$ cat src/rtl/conv_ctrl_strided.sv
// Strided convolution controller: loads layer parameters, weights and ifmap windows
// from DRAM, then issues ofmap psum reads and pipelined write-backs per window.
module conv_ctrl_strided #(
  parameter int ADDR_WIDTH = 18,
  parameter int KNL_W      = 5,
  parameter int KNL_H      = 5,
  parameter int MAX_KNLS   = 16,
  parameter int KID_W      = $clog2(MAX_KNLS),
  parameter int CH_W       = 5,
  parameter int XY_W       = 5,
  parameter int DIM_W      = 6,
  parameter int PIPE_LAT   = 4,
  parameter int PARAM_BASE = 0,
  parameter int WTS_BASE   = 64,
  parameter int IFMAP_BASE = 65536,
  parameter int OFMAP_BASE = 131072
) (
  input  logic                  clk,
  input  logic                  arst,
  input  logic                  enable,
  input  logic [DIM_W-1:0]      param_in,
  input  logic                  mem_rdy,
  output logic [ADDR_WIDTH-1:0] addr_in,
  output logic [ADDR_WIDTH-1:0] addr_out,
  output logic                  dram_en_rd,
  output logic                  dram_en_wr,
  output logic                  en_ld_knl,
  output logic                  en_ld_ifmap,
  output logic                  disable_acc,
  output logic [CH_W-1:0]       num_knls,
  output logic [CH_W-1:0]       cnt_ofmap_chnl,
  output logic                  done,
  output logic                  err_param,
  output logic                  busy
);

  localparam int WTS_N = KNL_W * KNL_H;
  localparam int WTS_W = $clog2(WTS_N);
  localparam int CC_W  = $clog2(MAX_KNLS + PIPE_LAT + 1);
  localparam int DW1   = DIM_W + 1;

  typedef enum logic [2:0] {
    IDLE, LD_PARAM, CHECK, LD_KNLS, LD_IFMAP_FULL, LD_IFMAP_PART, CONV, DONE
  } state_t;

  state_t            state;
  logic [2:0]        p_idx, pidx_d;
  logic              pv;
  logic [DIM_W-1:0]  knls_r, depth_r, height_r, width_r, stride_r;
  logic [CH_W-1:0]   chnl;
  logic [KID_W-1:0]  knl_id;
  logic [WTS_W-1:0]  wts;
  logic [XY_W-1:0]   dx, dy, base_x, base_y, out_x, out_y;
  logic [CC_W-1:0]   cc, wk;

  logic [XY_W-1:0]   fx, fy, px;
  logic              param_ok, conv_last, conv_rd, conv_wr;
  logic              step_x, step_y, next_chnl, last_knl, part_last_dx;

  assign fy = base_y + dy;
  assign fx = base_x + dx;
  // Partial loads only fetch the new right-hand columns of the slid window.
  assign px = base_x + XY_W'(KNL_W) - XY_W'(stride_r) + dx;
  assign wk = cc - CC_W'(PIPE_LAT);

  // Stride is checked straight from param_in: its word lands in the CHECK cycle.
  assign param_ok = (knls_r != '0) && (DW1'(knls_r) <= DW1'(MAX_KNLS)) &&
                    (depth_r != '0) &&
                    (DW1'(height_r) >= DW1'(KNL_H)) &&
                    (DW1'(width_r) >= DW1'(KNL_W)) &&
                    (param_in != '0) && (DW1'(param_in) <= DW1'(KNL_W));

  assign conv_last    = (DW1'(cc) == DW1'(knls_r) + DW1'(PIPE_LAT - 1));
  assign conv_rd      = (DW1'(cc) < DW1'(knls_r));
  assign conv_wr      = (DW1'(cc) >= DW1'(PIPE_LAT));
  assign step_x       = (DW1'(base_x) + DW1'(stride_r) + DW1'(KNL_W)) <= DW1'(width_r);
  assign step_y       = (DW1'(base_y) + DW1'(stride_r) + DW1'(KNL_H)) <= DW1'(height_r);
  assign next_chnl    = (DW1'(chnl) + DW1'(1)) < DW1'(depth_r);
  assign last_knl     = (knl_id == KID_W'(knls_r - DIM_W'(1)));
  assign part_last_dx = (dx == XY_W'(stride_r - DIM_W'(1)));

  assign busy     = (state != IDLE);
  assign num_knls = knls_r[CH_W-1:0];

  always_comb begin
    dram_en_rd     = 1'b0;
    dram_en_wr     = 1'b0;
    addr_in        = '0;
    addr_out       = '0;
    cnt_ofmap_chnl = '0;
    disable_acc    = 1'b0;
    case (state)
      LD_PARAM: begin
        dram_en_rd = 1'b1;
        addr_in    = ADDR_WIDTH'(PARAM_BASE) + ADDR_WIDTH'(p_idx);
      end
      LD_KNLS: begin
        dram_en_rd = 1'b1;
        addr_in    = ADDR_WIDTH'(WTS_BASE) +
                     ADDR_WIDTH'({knl_id, chnl[CH_W-2:0], wts});
      end
      LD_IFMAP_FULL: begin
        dram_en_rd = 1'b1;
        addr_in    = ADDR_WIDTH'(IFMAP_BASE) + ADDR_WIDTH'({chnl, fy, fx});
      end
      LD_IFMAP_PART: begin
        dram_en_rd = 1'b1;
        addr_in    = ADDR_WIDTH'(IFMAP_BASE) + ADDR_WIDTH'({chnl, fy, px});
      end
      CONV: begin
        disable_acc = (chnl == '0);
        if (conv_rd) begin
          dram_en_rd = 1'b1;
          addr_in    = ADDR_WIDTH'(OFMAP_BASE) +
                       ADDR_WIDTH'({cc[KID_W-1:0], out_y, out_x});
        end
        // Write-back of kernel k trails its psum read by PIPE_LAT accepted cycles.
        if (conv_wr) begin
          dram_en_wr     = 1'b1;
          addr_out       = ADDR_WIDTH'(OFMAP_BASE) +
                           ADDR_WIDTH'({wk[KID_W-1:0], out_y, out_x});
          cnt_ofmap_chnl = CH_W'(wk);
        end
      end
      default: ;
    endcase
  end

  always_ff @(posedge clk or posedge arst) begin
    if (arst) begin
      state       <= IDLE;
      p_idx       <= '0;
      pidx_d      <= '0;
      pv          <= 1'b0;
      knls_r      <= '0;
      depth_r     <= '0;
      height_r    <= '0;
      width_r     <= '0;
      stride_r    <= '0;
      chnl        <= '0;
      knl_id      <= '0;
      wts         <= '0;
      dx          <= '0;
      dy          <= '0;
      base_x      <= '0;
      base_y      <= '0;
      out_x       <= '0;
      out_y       <= '0;
      cc          <= '0;
      en_ld_knl   <= 1'b0;
      en_ld_ifmap <= 1'b0;
      done        <= 1'b0;
      err_param   <= 1'b0;
    end else begin
      done        <= 1'b0;
      en_ld_knl   <= (state == LD_KNLS) && mem_rdy;
      en_ld_ifmap <= ((state == LD_IFMAP_FULL) || (state == LD_IFMAP_PART)) && mem_rdy;
      pv          <= (state == LD_PARAM) && mem_rdy;
      pidx_d      <= p_idx;
      if (pv) begin
        case (pidx_d)
          3'd0:    knls_r   <= param_in;
          3'd1:    depth_r  <= param_in;
          3'd2:    height_r <= param_in;
          3'd3:    width_r  <= param_in;
          default: stride_r <= param_in;
        endcase
      end

      case (state)
        IDLE: begin
          if (enable) begin
            err_param <= 1'b0;
            p_idx     <= '0;
            state     <= LD_PARAM;
          end
        end
        LD_PARAM: begin
          if (mem_rdy) begin
            if (p_idx == 3'd4) begin
              p_idx <= '0;
              state <= CHECK;
            end else begin
              p_idx <= p_idx + 3'd1;
            end
          end
        end
        CHECK: begin
          if (!param_ok) begin
            err_param <= 1'b1;
            done      <= 1'b1;
            state     <= DONE;
          end else begin
            chnl   <= '0;
            knl_id <= '0;
            wts    <= '0;
            dx     <= '0;
            dy     <= '0;
            base_x <= '0;
            base_y <= '0;
            out_x  <= '0;
            out_y  <= '0;
            cc     <= '0;
            state  <= LD_KNLS;
          end
        end
        LD_KNLS: begin
          if (mem_rdy) begin
            if (wts == WTS_W'(WTS_N - 1)) begin
              wts <= '0;
              if (last_knl) begin
                knl_id <= '0;
                state  <= LD_IFMAP_FULL;
              end else begin
                knl_id <= knl_id + KID_W'(1);
              end
            end else begin
              wts <= wts + WTS_W'(1);
            end
          end
        end
        LD_IFMAP_FULL: begin
          if (mem_rdy) begin
            if (dy == XY_W'(KNL_H - 1)) begin
              dy <= '0;
              if (dx == XY_W'(KNL_W - 1)) begin
                dx    <= '0;
                cc    <= '0;
                state <= CONV;
              end else begin
                dx <= dx + XY_W'(1);
              end
            end else begin
              dy <= dy + XY_W'(1);
            end
          end
        end
        LD_IFMAP_PART: begin
          if (mem_rdy) begin
            if (dy == XY_W'(KNL_H - 1)) begin
              dy <= '0;
              if (part_last_dx) begin
                dx    <= '0;
                cc    <= '0;
                state <= CONV;
              end else begin
                dx <= dx + XY_W'(1);
              end
            end else begin
              dy <= dy + XY_W'(1);
            end
          end
        end
        CONV: begin
          if (mem_rdy) begin
            if (conv_last) begin
              cc <= '0;
              if (step_x) begin
                base_x <= base_x + XY_W'(stride_r);
                out_x  <= out_x + XY_W'(1);
                state  <= LD_IFMAP_PART;
              end else if (step_y) begin
                base_x <= '0;
                out_x  <= '0;
                base_y <= base_y + XY_W'(stride_r);
                out_y  <= out_y + XY_W'(1);
                state  <= LD_IFMAP_FULL;
              end else if (next_chnl) begin
                chnl   <= chnl + CH_W'(1);
                base_x <= '0;
                base_y <= '0;
                out_x  <= '0;
                out_y  <= '0;
                state  <= LD_KNLS;
              end else begin
                done  <= 1'b1;
                state <= DONE;
              end
            end else begin
              cc <= cc + CC_W'(1);
            end
          end
        end
        DONE: state <= IDLE;
        default: state <= IDLE;
      endcase
    end
  end

endmodule

$ cat config.mk
export PLATFORM = sky130hd
export DESIGN_NAME = conv_ctrl_strided
export DESIGN_NICKNAME = d
export VERILOG_FILES = /design/src/rtl/conv_ctrl_strided.sv
export SDC_FILE = /design/constraint.sdc
export NUM_CORES = 1
export LEC_CHECK = 0
export ABC_AREA = 1
export BUFFER_PORTS_ARGS = -buffer_cell sky130_fd_sc_hd__buf_2
export CORE_MARGIN = 5
export CORE_UTILIZATION = 57
export CTS_CLUSTER_DIAMETER = 100
export DETAILED_ROUTE_END_ITERATION = 12
export HOLD_SLACK_MARGIN = 0.08
export PLACE_DENSITY = 0.77
export SLEW_MARGIN = 25
export SYNTH_ARGS = -nofsm -noshare
export SYNTH_HDL_FRONTEND = slang
export SYNTH_SLANG_ARGS = --single-unit
$ cat constraint.sdc
create_clock -name clk -period 9.5 [get_ports clk]
set_input_delay 1.425 -clock clk [delete_from_list [all_inputs] [get_ports clk]]
set_output_delay 1.425 -clock clk [all_outputs]
set_load 0.05 [all_outputs]
==> flow_summary.yaml <==
logic_synthesis:
  syn_avg_cell_area_sq_um: 7.51
  synth_area_leaders: "dfrtp_1 31%, ha_1 13%, nand2_1 11%"
  ys.warnings.count: 0
  ys_ff_latch: 93
  synth_top_area_share: 0.308
  synth_area_sq_um: 7540
  synthCells: 1004
  synth_cell_type_count: 46
  ys.flop_type: "dfrtp_1"
  ys_seq_area_frac: 0.308
  yosys.area.top_type: "dfrtp_1"
  async_reset_ff_frac: 1.00
  synth_edf_count: 0
final_layout:
  drive_gt1_frac: 0.110
  area_growth_pct: 8.56
  fin_area_sq_um: 8190
  num_antenna_cells: 0
  finalNetCount: 1149
  instances_no_fill: 1226
grt:
  grt_max_degree: 60
  grt.total_usage: 0.256
  overflow: 0
  grt_pass1_wl_um: 32700
  antenna_found_initial: 0
  grt_pass1_vias: 6586
cts:
  clkLatencyLatePin_ns: 0.35
  ctsHoldBuffers: 0
  clk_pin_slew_ns: 0.07
  cts-root-buf: "clkbuf_16"
  ctsResizeCount: 0
  clk_path_buf_depth: 2
  cts_sinks: 93
  h-tree-depth: 3
  cts_tree: "done"
  cts_buffers: 9
  post_cts_buffers: 0
floorplanning:
  core_sq_um: 13100
  io_pins: 64
  initial_core_util: 0.577
  die_w_um: 125
  die_area_sq_um: 15600
  die_h_um: 125
  fp-row-count: 42
drt:
  via_per_inst: 5.57
  drt_first_pass_iters: 5
  drc: 0
  drtIter0Drc: 590
  routed_wl_um: 19500
  dr_total_vias: 6831
  post_drt_wl_per_cell_um: 15.9
  route.antenna.remaining_nets: 0
place:
  pre_cts_ws_ns: 5.32
  placed_cells: 1210
  dpl-instance-area_sq_um: 7870
  portBuffers: 59
  gp_congestion: 0.929
  hpwl_um: 15000
sta:
  fin_crit_ns: 4.54
  setup_viol_count_final: 0
  finalCritPeriodShare: 0.478
  hold_viol: 0
  worst_slack_ns: 4.96
  fin_skew_ns: 0.00877
  slew_violations: 0
  fin_tns_setup_ns: 0
  worstMarginPinSlew_ns: 0.762
  timing.fmax_mhz: 220
  rsz0062_at_grt: "false"
  max_slew_margin: 0.491
setup_path:
  crit_chain: "inv_1, ha_1, inv_1, fa_1, ha_1, fa_1, xnor2_1, xor2_1, a21oi_1, o21ai_0, buf_2"
  crit_path_start_kind: "register"
  crit_required_ns: 8.08
  end_kind: "primary output"
  critical_path_class: "register to primary output"
  cp_top_family: "adder cells"
  slowest_stage: "dfrtp_1"
  cp_max_fo: 8
  cpPeakStageDelay_ns: 0.49
  crit_buf_inv: 3
  arrival_ns: 3.12
run_status:
  outcome: "completed"
power_and_ir_drop:
  p_per_area_nw_per_um2: 211
  p_leak_uw: 0.00451
  ir_worst_vdd_mv: 0.290
  total_power_uw: 1730
min_path:
  hold_path_class: "register to register"
job:
  maxCapViolations: 0
flip-flops by register name (all words and copies together) (netlist names), 4 cells and up:
| signal | cells |
|---|---|
| knls_r | 6 |
| width_r | 6 |
| wts | 5 |
| base_x | 5 |
| out_y | 5 |
| out_x | 5 |
| stride_r | 6 |
| depth_r | 6 |
| dy | 5 |
| height_r | 6 |
| chnl | 5 |
| cc | 5 |
| knl_id | 4 |
| dx | 5 |
| base_y | 5 |
per-layer routing:
metal	vias to the layer above	global-route usage	wire [um]
li1	3318	-	-
met1	3252	0.337	8460
met2	229	0.433	9370
met3	32	0.0397	1230
met4	0	0.0886	401
met5	-	0	0
per-stage QoR:
step                 util  hold slack, ns
floorplan               -           0.380
global placement    0.602           0.425
detailed placement  0.602           0.434
CTS                 0.626           0.449
global route        0.626           0.471
finish              0.626           0.447
layout by cell type, fill, tap and decap left out, types with 10 or more instances in the layout:
cell type	n
dfrtp_1	93
xor2_1	21
inv_2	10
xnor2_1	25
inv_1	138
ha_1	81
nor2_1	100
nand2_1	215
nand3_1	69
a21oi_1	24
buf_2	59
fa_1	13
nand4_1	25
o21ai_0	71
cell type report:
class	count	area [sq um]
tap	176	220
clock inverter	6	87.6
fill	1195	4890
inverter	150	567
sequential	93	2330
multi-input combinational	730	4450
timing repair buffer	61	310
clock buffer	10	229
worst paths after layout:
kind                                         start               endpoint  cells past startpoint  slack, ns
setup / recovery                 dx[2]$_DFFE_PP0P_             addr_in[4]                     11       4.96
setup reg to reg           stride_r[2]$_DFFE_PP0P_   out_y[1]$_DFFE_PP0P_                     15       5.41
hold reg to reg               p_idx[1]$_DFFE_PP0P_    pidx_d[1]$_DFF_PP0_                      0       0.45
hold / removal                p_idx[1]$_DFFE_PP0P_    pidx_d[1]$_DFF_PP0_                      0       0.45
max in group asynchronous                     arst  base_x[0]$_DFFE_PP0P_                      3       7.28
min in group asynchronous                     arst  knls_r[2]$_DFFE_PP0P_                      2       1.09
logic make-up (layout without fill, tap and decap cells):
kind of cell             Yosys count  count (layout)  synth area share
adder cells (fa/ha/maj)           94              94             0.169
buffers and inverters            184             227             0.103
flip-flops                        93              93             0.308
AND/OR/NAND/NOR                  448             448             0.260
other                              1               4          0.000497
XOR/XNOR                          46              46            0.0534
AO/OA/AOI/OAI                    138             138             0.106
synthesized netlist by cell type, drive strengths merged, types with 4 or more instances:
master     n
nand3     72
nand2    224
o21ai     78
o21bai     5
o22ai      5
buf       23
nor3       9
dfrtp     93
inv      149
nor2     111
nand4     25
xnor2     25
xor2      21
ha        81
fa        13
a21oi     24
o221ai     7
clkbuf    11
o2111ai    4
worst register-to-register path, stage by stage, from the launching register on:
cell,delay (ns)
dfrtp_1,0.48
inv_1,0.21
ha_1,0.43
fa_1,0.48
o21ai_0,0.22
xor2_1,0.17
ha_1,0.25
and3_1,0.18
nand2_1,0.06
nand2_1,0.05
nand2_1,0.08
nand3_1,0.38
nand3_1,0.59
nand3_4,0.23
nand2_1,0.10
nand2_1,0.06
power breakdown:
part / total (uW) / internal (uW) / switching [uW]
logic: 835 / 233 / 602
registers: 502 / 435 / 66.5
clock network: 392 / 231 / 161
No activity file was read; power rests on OpenSTA's default activity.
